[src/rtl/matrix_output_deskew.sv]
// Realigns the diagonally skewed systolic-array result wavefront into full rows
// and queues them in a first-word-fall-through FIFO toward writeback.
module matrix_output_deskew #(
  parameter int DEPTH         = 8,
  parameter int WIDTH         = 8,
  parameter int ADDRESS_WIDTH = 3
) (
  input  logic                     CLK,
  input  logic                     RESET,
  input  logic [DEPTH*WIDTH-1:0]   Data_in,
  input  logic                     valid,
  output logic [DEPTH*WIDTH-1:0]   Data_out,
  output logic                     Out_valid,
  input  logic                     Out_ready,
  output logic [ADDRESS_WIDTH:0]   Count_out,
  output logic                     Almost_full_out,
  output logic                     Overflow_out
);

  localparam int RW         = DEPTH * WIDTH;
  localparam int FIFO_DEPTH = 1 << ADDRESS_WIDTH;
  localparam logic [ADDRESS_WIDTH:0] FULL_LEVEL = (ADDRESS_WIDTH+1)'(FIFO_DEPTH);
  localparam logic [ADDRESS_WIDTH:0] AF_LEVEL   = (ADDRESS_WIDTH+1)'(FIFO_DEPTH - DEPTH);
  localparam logic [ADDRESS_WIDTH:0] PTR_ONE    = (ADDRESS_WIDTH+1)'(1);

  logic [DEPTH-2:0]       valid_sr;
  logic [RW-1:0]          row;
  logic [RW-1:0]          mem [FIFO_DEPTH];
  logic [ADDRESS_WIDTH:0] wr_ptr;
  logic [ADDRESS_WIDTH:0] rd_ptr;
  logic                   wr_en;
  logic                   full;
  logic                   pop;
  logic                   push;

  // Valid history: bit i is valid delayed i+1 edges; the oldest bit marks row completion.
  always_ff @(posedge CLK) begin
    if (RESET) begin
      valid_sr <= '0;
    end else begin
      valid_sr[0] <= valid;
      for (int i = 1; i < DEPTH-1; i++) valid_sr[i] <= valid_sr[i-1];
    end
  end

  // Lane k waits DEPTH-1-k edges so every lane lands on the same edge as lane DEPTH-1.
  for (genvar k = 0; k < DEPTH-1; k++) begin : g_lane
    localparam int LEN = DEPTH - 1 - k;
    logic [WIDTH-1:0] dly [LEN];
    always_ff @(posedge CLK) begin
      dly[0] <= Data_in[k*WIDTH +: WIDTH];
      for (int j = 1; j < LEN; j++) dly[j] <= dly[j-1];
    end
    assign row[k*WIDTH +: WIDTH] = dly[LEN-1];
  end
  assign row[(DEPTH-1)*WIDTH +: WIDTH] = Data_in[(DEPTH-1)*WIDTH +: WIDTH];

  // Handshake: the head row transfers on any edge where Out_valid && Out_ready are both
  // high; Out_valid never depends on Out_ready, and Data_out is zero while Out_valid is low.
  assign wr_en           = valid_sr[DEPTH-2];
  assign Count_out       = wr_ptr - rd_ptr;
  assign Out_valid       = (Count_out != '0);
  assign full            = (Count_out == FULL_LEVEL);
  assign pop             = Out_valid && Out_ready;
  assign push            = wr_en && (!full || pop);
  assign Data_out        = Out_valid ? mem[rd_ptr[ADDRESS_WIDTH-1:0]] : '0;
  assign Almost_full_out = (Count_out > AF_LEVEL);

  always_ff @(posedge CLK) begin
    if (RESET) begin
      wr_ptr       <= '0;
      rd_ptr       <= '0;
      Overflow_out <= 1'b0;
    end else begin
      if (push) wr_ptr <= wr_ptr + PTR_ONE;
      if (pop)  rd_ptr <= rd_ptr + PTR_ONE;
      if (wr_en && full && !pop) Overflow_out <= 1'b1;
    end
  end

  // Storage needs no reset; a full FIFO being popped frees the slot written here.
  always_ff @(posedge CLK) begin
    if (!RESET && push) mem[wr_ptr[ADDRESS_WIDTH-1:0]] <= row;
  end

endmodule

[config.mk]
export PLATFORM = sky130hd
export DESIGN_NAME = matrix_output_deskew
export DESIGN_NICKNAME = d
export VERILOG_FILES = /design/src/rtl/matrix_output_deskew.sv
export SDC_FILE = /design/constraint.sdc
export NUM_CORES = 1
export LEC_CHECK = 0
export CAP_MARGIN = 20
export CORE_MARGIN = 2
export CORE_UTILIZATION = 50
export CTS_CLUSTER_DIAMETER = 50
export DETAILED_ROUTE_END_ITERATION = 7
export PLACE_DENSITY = 0.66
export SLEW_MARGIN = 20
export SYNTH_ARGS = -nofsm -noshare
export SYNTH_HDL_FRONTEND = slang
export SYNTH_SLANG_ARGS = --single-unit
export TNS_END_PERCENT = 5
[constraint.sdc]
create_clock -name CLK -period 28.2 [get_ports CLK]
set_input_delay 5.64 -clock CLK [delete_from_list [all_inputs] [get_ports CLK]]
set_output_delay 5.64 -clock CLK [all_outputs]
set_load 0.05 [all_outputs]
; ---- After elaboration in Yosys (flattened, before gate mapping)
; Memories as Yosys holds them, arrays and structs flattened. A register that Yosys moved wholly into a read port is not among the register bits.
; Cells that the tools add are included.
[op_classes]
n_mux = 5
add_sub_neg = 3
n_reduce_logical = 10
order_cmp = 1
n_eq_ne = 1
[op_table]
columns = operator, n
row1 = $mux 64, 1
row2 = $add 4x1->4 const B, 2
row3 = $mux 3, 2
row4 = $logic_and 1x1->1, 5
row5 = $eq 4x4->1 const B, 1
row6 = $gt 4x1->1 const B, 1
row7 = $reduce_bool 4->1, 1
row8 = $sub 4x4->4, 1
row9 = $logic_not 1->1, 3
row10 = $mux 1, 2
row11 = $logic_or 1x1->1, 1
[totals]
ram_bits = 736
mem_count = 8
reg_bits = 16
word_cells = 32
output_inout_bits = 71
[memory_table]
columns = memory, depth, word_bits, rd, rd_ports_with_merged_regs, wr, line
row1 = mem, 8, 64, 1, 1, 1, 28  ; logic [RW-1:0] mem [FIFO_DEPTH];
row2 = g_lane[0].dly, 7, 8, 7, 0, 7, 49  ; logic [WIDTH-1:0] dly [LEN];
row3 = g_lane[1].dly, 6, 8, 6, 0, 6, 49
row4 = g_lane[2].dly, 5, 8, 5, 0, 5, 49
row5 = g_lane[3].dly, 4, 8, 4, 0, 4, 49
row6 = g_lane[4].dly, 3, 8, 3, 0, 3, 49
row7 = 2 more memories, --, --, --, --, --, --

; ---- Logic depth before layout (Yosys ltp)
; Gate-level depths: netlist (run 1).
[depth]
depth_word = 8
mapped_depth = 12
ltp_nobuf = 9

; ---- Worst setup path after synthesis (run 1)
; No wires, ideal clock.
[synth_timing]
path_type = in2reg
start = input RESET
end = memory mem[0][0] (netlist name), enable pin
path_slack_ps = 15344
stages = 3
t_arrival_ps = 12212
n_path_buf = 2
path_cell_list = clkbuf_1 > clkbuf_1 > nor4_1
[synth_between]
elab_chain_cells = 4
[synth_lines]
columns = element, line
row1 = from (decl), 9  ; input logic RESET,
row2 = $logic_not 1->1, 83  ; if (!RESET && push) mem[wr_ptr[ADDRESS_WIDTH-1:0]] <= row;
row3 = $logic_and 1x1->1, 83
row4 = $mux 1, 83
row5 = $mux 1 (implied by the code), 83
row6 = to (decl), 28
; No other way between the ends.

; ---- Final worst setup path (run 1)
[layout_timing]
start = register wr_ptr[0]
end = output Data_out[2]
[layout_between]
elab_chain_cells = 3
[layout_lines]
columns = element, line
row1 = from (decl), 29  ; logic [ADDRESS_WIDTH:0] wr_ptr;
row2 = from (signal assigned), 75  ; if (push) wr_ptr <= wr_ptr + PTR_ONE;
row3 = $sub 4x4->4, 61  ; assign Count_out = wr_ptr - rd_ptr;
row4 = $reduce_bool 4->1, 62  ; assign Out_valid = (Count_out != '0);
row5 = $mux 64, 66  ; assign Data_out = Out_valid ? mem[rd_ptr[ADDRESS_WIDTH-1:0]] : '0;
row6 = to (decl), 12  ; output logic [DEPTH*WIDTH-1:0] Data_out,
; No other way between the ends.

==> results.txt, run 1 <==
Outcome -> completed
Non-filler cells in the finished layout -> 2,090
Number of enable flip-flop cells after synthesis -> 512
Setup crit start kind -> flip-flop
Top cell type's share of synthesized area -> 61.3%
Slew margin rel. -> 32.0%
Pin count of the biggest net entering global routing -> 67
Period minus WS final -> 10.24 ns
Switching share of power -> 30.8%
Share of layout cells above drive strength 1 -> 21.7%
Final hold violation count -> 0
Setup TNS -> 0 ns
Vias in the first global route -> 11,600
Max Cap Viol -> 0
Total Power -> 2960 µW
Die X -> 228 µm
Synth Warn # -> 0
Gr usage total -> 17.4%
Cell internal pwr -> 2050 µW
FP Rows -> 82
Drt via density -> 5.22
First-pass GRT wire length -> 68.3 mm
Required time worst endpoint -> 22.56 ns
Final net count -> 1,425
Max frequency -> 97.6 MHz
Post-Syn Instances -> 1,156
Clock power frac -> 33.2%
Number of synthesized register bits -> 755
R2r setup slk -> 24.54 ns
Clk_lat worst skew -> 0.61 ns
Setup violations, final -> 0
Starting DRT DRC Count -> 704
Initial Utilization -> 50.3%
Post-Synthesis Cell Area -> 25,100 µm²
CTS Root Cell -> clkbuf_16
Power per Cell Area -> 99.3 nW/µm²
Cts repair resizes -> 0
NetSw -> 911 µW
Worst-path clk slew -> 0.06 ns
Die height -> 228 µm
DP HPWL -> 22.9 mm
Clock buffer depth -> 3
Count leader, synth -> edfxtp_1
Setup CP Type -> reg -> out
Placeable core area -> 49,900 µm²
Io pins -> 139
Routed via count -> 10,900
RSZ-0062 raised after global routing -> false
Most used DFF post-synth -> edfxtp_1
Final worst path period share -> 36.3%
Leak -> 0.00972 µW
Worst slew pin tran -> 1.02 ns
Distinct cell type count after synthesis -> 45
Crit-path max FO -> 42
IR drop worst, VDD -> 0.0744 mV
Total grt overflow -> 0
Synth async-reset ratio -> 0%
H-tree lvl count -> 3
Number of CTS-inserted buffers -> 80
DR pass1 iterations -> 5
Drt wl/cell -> 21.1 µm
Flop pwr share -> 41.7%
Filler cells -> 3,588
Setup bufs post-CTS -> 0
Die ar. -> 52,000 µm²
Mean Syn Cell Area -> 21.7 µm²
Largest cells by area after synthesis -> edfxtp_1 61%, dfxtp_1 19%, mux4_2 11%
Hold_buf cts -> 0
Final GP Congestion -> 0.729
Final slew viol count -> 0
Crit path DAT -> 4.60 ns
CP Capture Type -> output port
IO Port Bufs -> 138
CTS tree -> yes
Syn Nets -> 1,230
Initial antenna violation count -> 2
Area growth syn-to-layout -> 18.8%
ANT nets after route -> 0
Yosys top cell by area -> edfxtp_1
Clk sinks -> 755
Seq/Total Area, Yosys -> 80.7%
Inst Count DP -> 1,940
Clk_skew -> 0.0197 ns
Worst hold path type -> reg -> reg
Final WL -> 44.1 mm
Synth top cells by count -> 512 x edfxtp_1, 243 x dfxtp_1, 128 x mux4_2
Combinational share of power -> 25.1%
Remaining DRCs -> 0
-- layout by cell type (no fill, tap or decap), types with 3 or more instances in the layout --
cell and count:
nor3_1 3, nor2_1 50, nand3_1 8, ha_1 5, nor2b_1 10, inv_1 10
mux2_2 3, clkinv_4 3, mux4_2 128, clkinv_2 12, dfxtp_4 3, nand2_1 6
clkinv_1 9, dfxtp_1 240, a2111o_1 3, mux2i_1 65, inv_6 3, clkdlybuf4s50_1 138
clkbuf_8 5, nor2_4 19, nor4_2 7, a21oi_1 7, buf_4 22, clkbuf_16 82
edfxtp_1 512, clkbuf_1 23
-- metal layers --
layer / GRT usage [%] / share of wire, %
met5: 0 / 0
met4: 5.86 / 1.7
met3: 3.46 / 4.9
met2: 29.5 / 51
met1: 22.8 / 43
-- final cells by class --
type	instances	area [µm²]	share of cell area (%)
Tap cell	672	841	2.82
Clock inverter	36	290	0.975
Sequential cell	755	20300	68.0
Timing Repair Buffer	161	1570	5.26
Multi-Input combinational cell	342	4570	15.4
Inverter	11	41.3	0.139
Antenna cell	1	2.50	0.00840
Clock buffer	112	2220	7.46
-- power groups by stage --
stage               Clock, µW  Combinational, µW  Sequential, µW
detailed placement          0                747            1270
floorplan                   0                576            1230
CTS                      1010                749            1240
finish                    981                743            1230
global route             1050                785            1240
global placement            0                742            1260
-- per-stage QoR --
step	util [%]	cell area [µm²]	setup WS (ns)	hold slack, ns
finish	59.7	29800	17.96	0.311
CTS	59.7	29800	17.91	0.311
global route	59.7	29800	17.61	0.317
floorplan	-	25100	15.34	0.310
global placement	54.7	27300	18.65	0.310
detailed placement	54.7	27300	18.57	0.312
-- path summary, 6_finish.rpt --
kind / startpoint / end / cells past startpoint
setup reg to reg: wr_ptr[0] / mem[4][58] / 10
hold / removal: g_lane[3].dly[2][7] / g_lane[3].dly[3][7] / 0
setup / recovery: wr_ptr[0] / Data_out[2] / 11
hold reg to reg: g_lane[3].dly[2][7] / g_lane[3].dly[3][7] / 0
-- registers in the layout, summed over array words and instances, names as in the netlist, named ones only --
name / count
wr_ptr: 4
g_lane.dly: 224
rd_ptr: 4
mem: 512
Overflow_out: 1
valid_sr: 7
-- worst max-delay path: stages (launching register included) --
cell             delay [ns]
dfxtp_1                0.35
inv_1                  0.16
ha_1                   0.19
inv_1                  0.06
fa_1                   0.37
xnor2_1                0.29
inv_2                  0.08
nor3_2                 0.31
and3_4                 0.55
buf_4                  0.70
nor2_1                 0.13
clkdlybuf4s50_1        0.73
-- cell families after synthesis --
logic type      count (synthesis)  synth area share (%)
compound gates                 22                 0.664
xor+xnor                        2                0.0699
fa+ha+maj                       6                 0.329
buf+inv                        59                  1.25
flops                         755                  80.7
mux                           196                  14.2
simple gates                  116                  2.75
(Power assumes the default switching activity.)
==> run 2, diff against run 1 <==
==> constraint.sdc (replaced) <==
create_clock -name CLK -period 9.93 [get_ports CLK]
set_input_delay 1.986 -clock CLK [delete_from_list [all_inputs] [get_ports CLK]]
set_output_delay 1.986 -clock CLK [all_outputs]
set_load 0.05 [all_outputs]
==> run 2 against run 1 <==
Net effect:
- non-clock buffer count decreased by 1
- clock power increased to 2.8 times the previous value
- sequential power increased to 2.8 times the previous value
- routed wire length increased by 0.62%
- count of clock-buffer cells in the layout increased by 1
- critical endpoint is now Data_out[13]
- combinational power increased to 2.9 times the previous value
- first-iteration DRC count increased by 3.3%
- critical path depth unchanged
- die area unchanged
==> results.txt, run 2 (synthesis results as in run 1) <==
Placeable core area -> 49,900 µm² (unchanged)
IO Port Bufs -> 138 (unchanged)
CTS tree -> yes (unchanged)
Routed via count -> 10,900 (about the same)
Pin count of the biggest net entering global routing -> 102 (was 67)
Final net count -> 1,421 (was 1,425)
Leak -> 0.00973 µW (was 0.00972 µW)
Clk_lat worst skew -> 0.64 ns (was 0.61 ns)
Power per Cell Area -> 282 nW/µm² (was 99.3 nW/µm²)
Clk_skew -> 0.0416 ns (was 0.0197 ns)
Outcome -> completed (unchanged)
FP Rows -> 82 (unchanged)
Initial antenna violation count -> 0 (was 2)
CP Capture Type -> output port (unchanged)
Setup bufs post-CTS -> 0 (unchanged)
Worst slew pin tran -> 1.05 ns (was 1.02 ns)
Total grt overflow -> 0 (unchanged)
Final hold violation count -> 0 (unchanged)
RSZ-0062 raised after global routing -> false (unchanged)
Combinational share of power -> 25.2% (was 25.1%)
N_diodes -> 0 (was 1)
Clock buffer depth -> 3 (unchanged)
Clk sinks -> 755 (unchanged)
Worst-path clk slew -> 0.06 ns (about the same)
Die X -> 228 µm (unchanged)
Area growth syn-to-layout -> 18.9% (was 18.8%)
Switching share of power -> 30.8% (about the same)
First-pass GRT wire length -> 67.8 mm (was 68.3 mm)
Max reg flops -> 512 (unchanged)
Final GP Congestion -> 0.766 (was 0.729)
Final worst path period share -> 65.8%
DP HPWL -> 22.8 mm (was 22.9 mm)
Slew margin rel. -> 30.0% (was 32.0%)
Io pins -> 139 (unchanged)
Max Cap Viol -> 0 (unchanged)
Most common cell after layout, fill and taps aside -> edfxtp_1 (unchanged)
Final WL -> 44.4 mm (was 44.1 mm)
Total Power -> 8400 µW (was 2960 µW)
Flop pwr share -> 41.5% (was 41.7%)
Number of CTS-inserted buffers -> 77 (was 80)
GR Util met1 -> 22.8% (about the same)
Drt wl/cell -> 21.3 µm (was 21.1 µm)
Final slew viol count -> 0 (unchanged)
DR pass1 iterations -> 5 (unchanged)
Setup crit start kind -> flip-flop (unchanged)
Crit path DAT -> 4.55 ns (was 4.60 ns)
Remaining DRCs -> 0 (unchanged)
Worst hold path type -> reg -> reg (unchanged)
NetSw -> 2590 µW (was 911 µW)
H-tree lvl count -> 3 (unchanged)
Most frequent cells in the layout -> 512 x edfxtp_1, 240 x dfxtp_1, 138 x clkdlybuf4s50_1, 128 x mux4_2, 80 x clkbuf_16 (was 512 x edfxtp_1, 240 x dfxtp_1, 138 x clkdlybuf4s50_1, 128 x mux4_2, 82 x clkbuf_16)
Period minus WS final -> 6.53 ns
Clock power frac -> 33.2% (about the same)
Vias in the first global route -> 11,400 (was 11,600)
Hold_buf cts -> 0 (unchanged)
Crit-path max FO -> 42 (unchanged)
Drt via density -> 5.23 (was 5.22)
IR drop worst, VDD -> 0.211 mV (was 0.0744 mV)
Cell internal pwr -> 5810 µW (was 2050 µW)
M2 GR Usage -> 29.5% (about the same)
Die ar. -> 52,000 µm² (unchanged)
Die height -> 228 µm (unchanged)
Required time worst endpoint -> 7.94 ns (was 22.56 ns)
Setup CP Type -> reg -> out (unchanged)
Share of layout cells above drive strength 1 -> 21.7% (about the same)
M3 GR Usage -> 3.72% (was 3.46%)
ANT nets after route -> 0 (unchanged)
Setup TNS -> 0 ns (unchanged)
Max frequency -> 153 MHz
Starting DRT DRC Count -> 727 (was 704)
Cts repair resizes -> 0 (unchanged)
Setup violations, final -> 0 (unchanged)
Gr usage total -> 17.4% (about the same)
GRT busiest layer -> met2 (unchanged)
CTS Root Cell -> clkbuf_16 (unchanged)
Initial Utilization -> 50.3% (unchanged)
==> run 2: path summary, 6_finish.rpt <==
check | endpoint | slack (ns) | cells past startpoint | startpoint
worst max-delay path | Data_out[13] | 3.40 | 11 | wr_ptr[0]
worst min-delay path | g_lane[3].dly[1][3] | 0.31 | 0 | g_lane[3].dly[0][3]
worst max register to register | mem[2][46] | 5.81 | 10 | wr_ptr[0]
worst min register to register | g_lane[3].dly[1][3] | 0.31 | 0 | g_lane[3].dly[0][3]
==> run 2: worst max-delay path, cell delays in order (launching register included) <==
cell,delay [ns]
dfxtp_1,0.35
inv_1,0.16
ha_1,0.20
inv_1,0.05
fa_1,0.38
xnor2_1,0.28
inv_2,0.07
nor3_2,0.29
and3_4,0.56
buf_4,0.68
nor2_1,0.12
clkdlybuf4s50_1,0.73
==> run 2: per-layer routing <==
metal / part of all wire, % / up-vias
li1: - / 4948
met1: 43 / 5616
met2: 50 / 258
met3: 4.5 / 72
met4: 2.2 / 0
met5: 0 / -
==> run 2: power by group through the flow <==
stage                     clock network (µW)  logic, µW  registers [µW]
after floorplan                            0       1640            3500
after global placement                     0       2140            3550
after detailed placement                   0       2160            3560
after CTS                               2870       2160            3490
after global routing                    2990       2230            3500
final                                   2790       2120            3490
==> run 2: area by class of cell <==
cell class | count | area (µm²)
fillers | 3625 | 20000
clock buffers | 113 | 2230
multi-input cells | 342 | 4570
repair buffers | 160 | 1580
clock inverters | 31 | 309
inverters | 11 | 41.3
well taps | 672 | 841
flip-flops and latches | 755 | 20300
==> run 2: per-stage QoR <==
| step | worst slack, ns | std cells | util [%] | hold slack (ns) | area [µm²] |
|---|---|---|---|---|---|
| 6_report | 3.40 | 2084 | 59.8 | 0.313 | 29800 |
| 5_1_grt | 3.06 | 2084 | 59.8 | 0.322 | 29800 |
| 4_1_cts | 3.29 | 2083 | 59.8 | 0.316 | 29800 |
| 3_5_place_dp | 3.99 | 1939 | 54.7 | 0.312 | 27300 |
| 3_3_place_gp | 4.06 | 1939 | 54.7 | 0.311 | 27300 |
| 2_1_floorplan | 0.728 | 1156 | - | 0.310 | 25100 |
==> run 3, diff against run 2 <==
--- a/config.mk
+++ b/config.mk
@@ -10,7 +10,7 @@
 export CORE_UTILIZATION = 50
 export CTS_CLUSTER_DIAMETER = 50
 export DETAILED_ROUTE_END_ITERATION = 7
-export PLACE_DENSITY = 0.66
+export PLACE_DENSITY = 0.68
 export SLEW_MARGIN = 20
 export SYNTH_ARGS = -nofsm -noshare
 export SYNTH_HDL_FRONTEND = slang
==> constraint.sdc (replaced) <==
create_clock -name CLK -period 5.8 [get_ports CLK]
set_input_delay 1.16 -clock CLK [delete_from_list [all_inputs] [get_ports CLK]]
set_output_delay 1.16 -clock CLK [all_outputs]
set_load 0.05 [all_outputs]
==> run 3 against run 2 <==
Net effect:
- count of clock-buffer cells in the layout is 1 higher
- non-clock buffer count is 6 higher
- highest routed layer unchanged
- critical path type unchanged
- die area did not move
- sequential share of layout area decreased by 0.62 points
- critical endpoint is now Data_out[26]
==> results.txt, run 3 (synthesis results as in run 1) <==
Outcome -> completed (unchanged)
Clock power frac -> 34.1% (was 33.2%)
Final hold violation count -> 0 (unchanged)
Setup bufs post-CTS -> 0 (unchanged)
Gr usage total -> 17.3% (was 17.4%)
Clk sinks -> 755 (unchanged)
Hold_buf cts -> 0 (unchanged)
Switching share of power -> 30.2% (was 30.8%)
Final slew viol count -> 0 (unchanged)
Total Power -> 14,700 µW (was 8400 µW)
Worst R2R Path Depth -> 7 (was 10)
Final GP Congestion -> 0.798 (was 0.766)
Area occupied by multi-input gates -> 4640 µm² (was 4570 µm²)
FP Rows -> 82 (unchanged)
DR pass1 iterations -> 5 (unchanged)
Pin count of the biggest net entering global routing -> 58 (was 102)
Setup crit start kind -> flip-flop (unchanged)
NetSw -> 4430 µW (was 2590 µW)
Worst setup path end -> Data_out[26] (was Data_out[13])
Number of CTS-inserted buffers -> 79 (was 77)
Die X -> 228 µm (unchanged)
IO Port Bufs -> 138 (unchanged)
Max frequency -> 192 MHz
Filler cells -> 3,554 (was 3,625)
Met2 routed wirelength -> 22.4 mm (was 22.2 mm)
CP startpoint -> wr_ptr[0] (unchanged)
Flop pwr share -> 40.8% (was 41.5%)
Area growth syn-to-layout -> 20.0% (was 18.9%)
DR WL met3 -> 1.95 mm (was 1.99 mm)
Slew margin rel. -> 29.5% (was 30.0%)
Register area -> 20,300 µm² (unchanged)
Non-filler cells in the finished layout -> 2,093 (was 2,084)
Clk_lat worst skew -> 0.60 ns (was 0.64 ns)
ANT nets after route -> 0 (unchanged)
Initial Utilization -> 50.3% (unchanged)
Final worst path period share -> 90.0%
Clock buffer depth -> 3 (unchanged)
Crit path DAT -> 4.06 ns (was 4.55 ns)
Share of layout cells above drive strength 1 -> 22.7% (was 21.7%)
Initial antenna violation count -> 0 (unchanged)
Vias in the first global route -> 11,400 (about the same)
Post-layout util -> 60.4% (was 59.8%)
Setup CP Type -> reg -> out (unchanged)
DRT met1 WL -> 19.1 mm (was 19.2 mm)
Inst Count DP -> 1,946 (was 1,939)
Final setup margin -> 0.578 ns (was 3.40 ns)
Max Cap Viol -> 0 (unchanged)
Final net count -> 1,429 (was 1,421)
CTS tree -> yes (unchanged)
Setup violations, final -> 0 (unchanged)
RSZ-0062 raised after global routing -> false (unchanged)
Leak -> 0.00984 µW (was 0.00973 µW)
Reg-to-reg endpoint -> mem[5][59] (was mem[2][46])
Placement Setup Slack -> 1.23 ns (was 3.99 ns)
H-tree lvl count -> 3 (unchanged)
Total grt overflow -> 0 (unchanged)
Io pins -> 139 (unchanged)
Drt wl/cell -> 21.1 µm (was 21.3 µm)
Required time worst endpoint -> 4.64 ns (was 7.94 ns)
Die ar. -> 52,000 µm² (unchanged)
Remaining DRCs -> 0 (unchanged)
Worst-path clk slew -> 0.06 ns (about the same)
Die height -> 228 µm (unchanged)
Launch point of the worst reg-to-reg path -> wr_ptr[1] (was wr_ptr[0])
IR drop worst, VDD -> 0.477 mV (was 0.211 mV)
Placeable core area -> 49,900 µm² (unchanged)
Worst hold path type -> reg -> reg (unchanged)
Clk_skew -> 0.0173 ns (was 0.0416 ns)
Routed via count -> 10,900 (about the same)
Hold Slack -> 0.316 ns (was 0.313 ns)
Cts repair resizes -> 0 (unchanged)
CP Capture Type -> output port (unchanged)
Combinational share of power -> 25.1% (was 25.2%)
Cell internal pwr -> 10,300 µW (was 5810 µW)
CTS Root Cell -> clkbuf_16 (unchanged)
Power per Cell Area -> 488 nW/µm² (was 282 nW/µm²)
Most common cell after layout, fill and taps aside -> edfxtp_1 (unchanged)
Top layer in use -> met4 (unchanged)
N_diodes -> 0 (unchanged)
Crit-path max FO -> 17 (was 42)
First-pass GRT wire length -> 67.8 mm (about the same)
Final WL -> 44.3 mm (was 44.4 mm)
DP HPWL -> 23.5 mm (was 22.8 mm)
Most frequent cells in the layout -> 512 x edfxtp_1, 240 x dfxtp_1, 138 x clkdlybuf4s50_1, 128 x mux4_2, 85 x clkbuf_16 (was 512 x edfxtp_1, 240 x dfxtp_1, 138 x clkdlybuf4s50_1, 128 x mux4_2, 80 x clkbuf_16)
Worst slew pin tran -> 1.05 ns (about the same)
Drt via density -> 5.20 (was 5.23)
Starting DRT DRC Count -> 748 (was 727)
Period minus WS final -> 5.22 ns
Max reg flops -> 512 (unchanged)
R2r setup slk -> 1.98 ns (was 5.81 ns)
==> run 3: cell types whose count changed in the layout (fill, tap and decap cells not counted), moves of 3 or more <==
cell       before  now
clkinv_16       3    0
clkinv_4        1    4
bufinv_16       1    4
nor4_4          0    7
nor4_2          7    0
buf_12          1    6
clkbuf_16      80   85
clkbuf_1       22   18
==> run 3: cell type report <==
| type | instances | share of cell area (%) |
|---|---|---|
| Inverter | 11 | 0.137 |
| Tap cell | 672 | 2.79 |
| Clock inverter | 33 | 1.04 |
| Timing Repair Buffer | 166 | 5.54 |
| Clock buffer | 114 | 7.79 |
| Multi-Input combinational cell | 342 | 15.4 |
| Sequential cell | 755 | 67.3 |
==> run 3: through the flow <==
stage / setup TNS, ns / instance area, µm²
2_1_floorplan: -119.64 / 25100
6_report: 0 / 30100
3_3_place_gp: 0 / 27400
5_1_grt: 0 / 30100
4_1_cts: 0 / 30100
3_5_place_dp: 0 / 27400
==> run 3: worst min-delay path by stage <==
stage	start	endpoint	slack, ns	cells past startpoint
floorplan	g_lane[0].dly[0][0]	g_lane[0].dly[1][0]	0.31	0
global placement	g_lane[2].dly[0][4]	g_lane[2].dly[0][12]	0.31	0
detailed placement	g_lane[0].dly[1][6]	g_lane[0].dly[2][6]	0.31	0
CTS	g_lane[1].dly[0][1]	g_lane[1].dly[1][1]	0.32	0
global route	g_lane[1].dly[0][1]	g_lane[1].dly[1][1]	0.31	0
finish	g_lane[1].dly[0][1]	g_lane[1].dly[1][1]	0.32	0
==> run 3: power groups by stage <==
stage          combinational, µW  clock (µW)  sequential, µW
6_report                    3690        5000            5990
5_1_grt                     3870        5350            6020
4_1_cts                     3750        5130            6000
3_5_place_dp                3730           0            6120
3_3_place_gp                3700           0            6110
2_1_floorplan               2800           0            5990
==> run 3: worst max-delay path, cell delays in order (launching register included) <==
cell,delay [ns]
dfxtp_1,0.35
inv_1,0.14
ha_1,0.20
inv_1,0.06
fa_1,0.38
xnor2_1,0.30
inv_2,0.08
nor3_2,0.30
and3_4,0.42
buf_4,0.36
nor2_1,0.12
clkdlybuf4s50_1,0.72
==> run 3: per-layer routing <==
layer	global-route usage, %	vias up
met5	0	-
met4	5.68	0
met3	3.23	60
met2	29.0	238
met1	23.1	5610
li1	-	4983
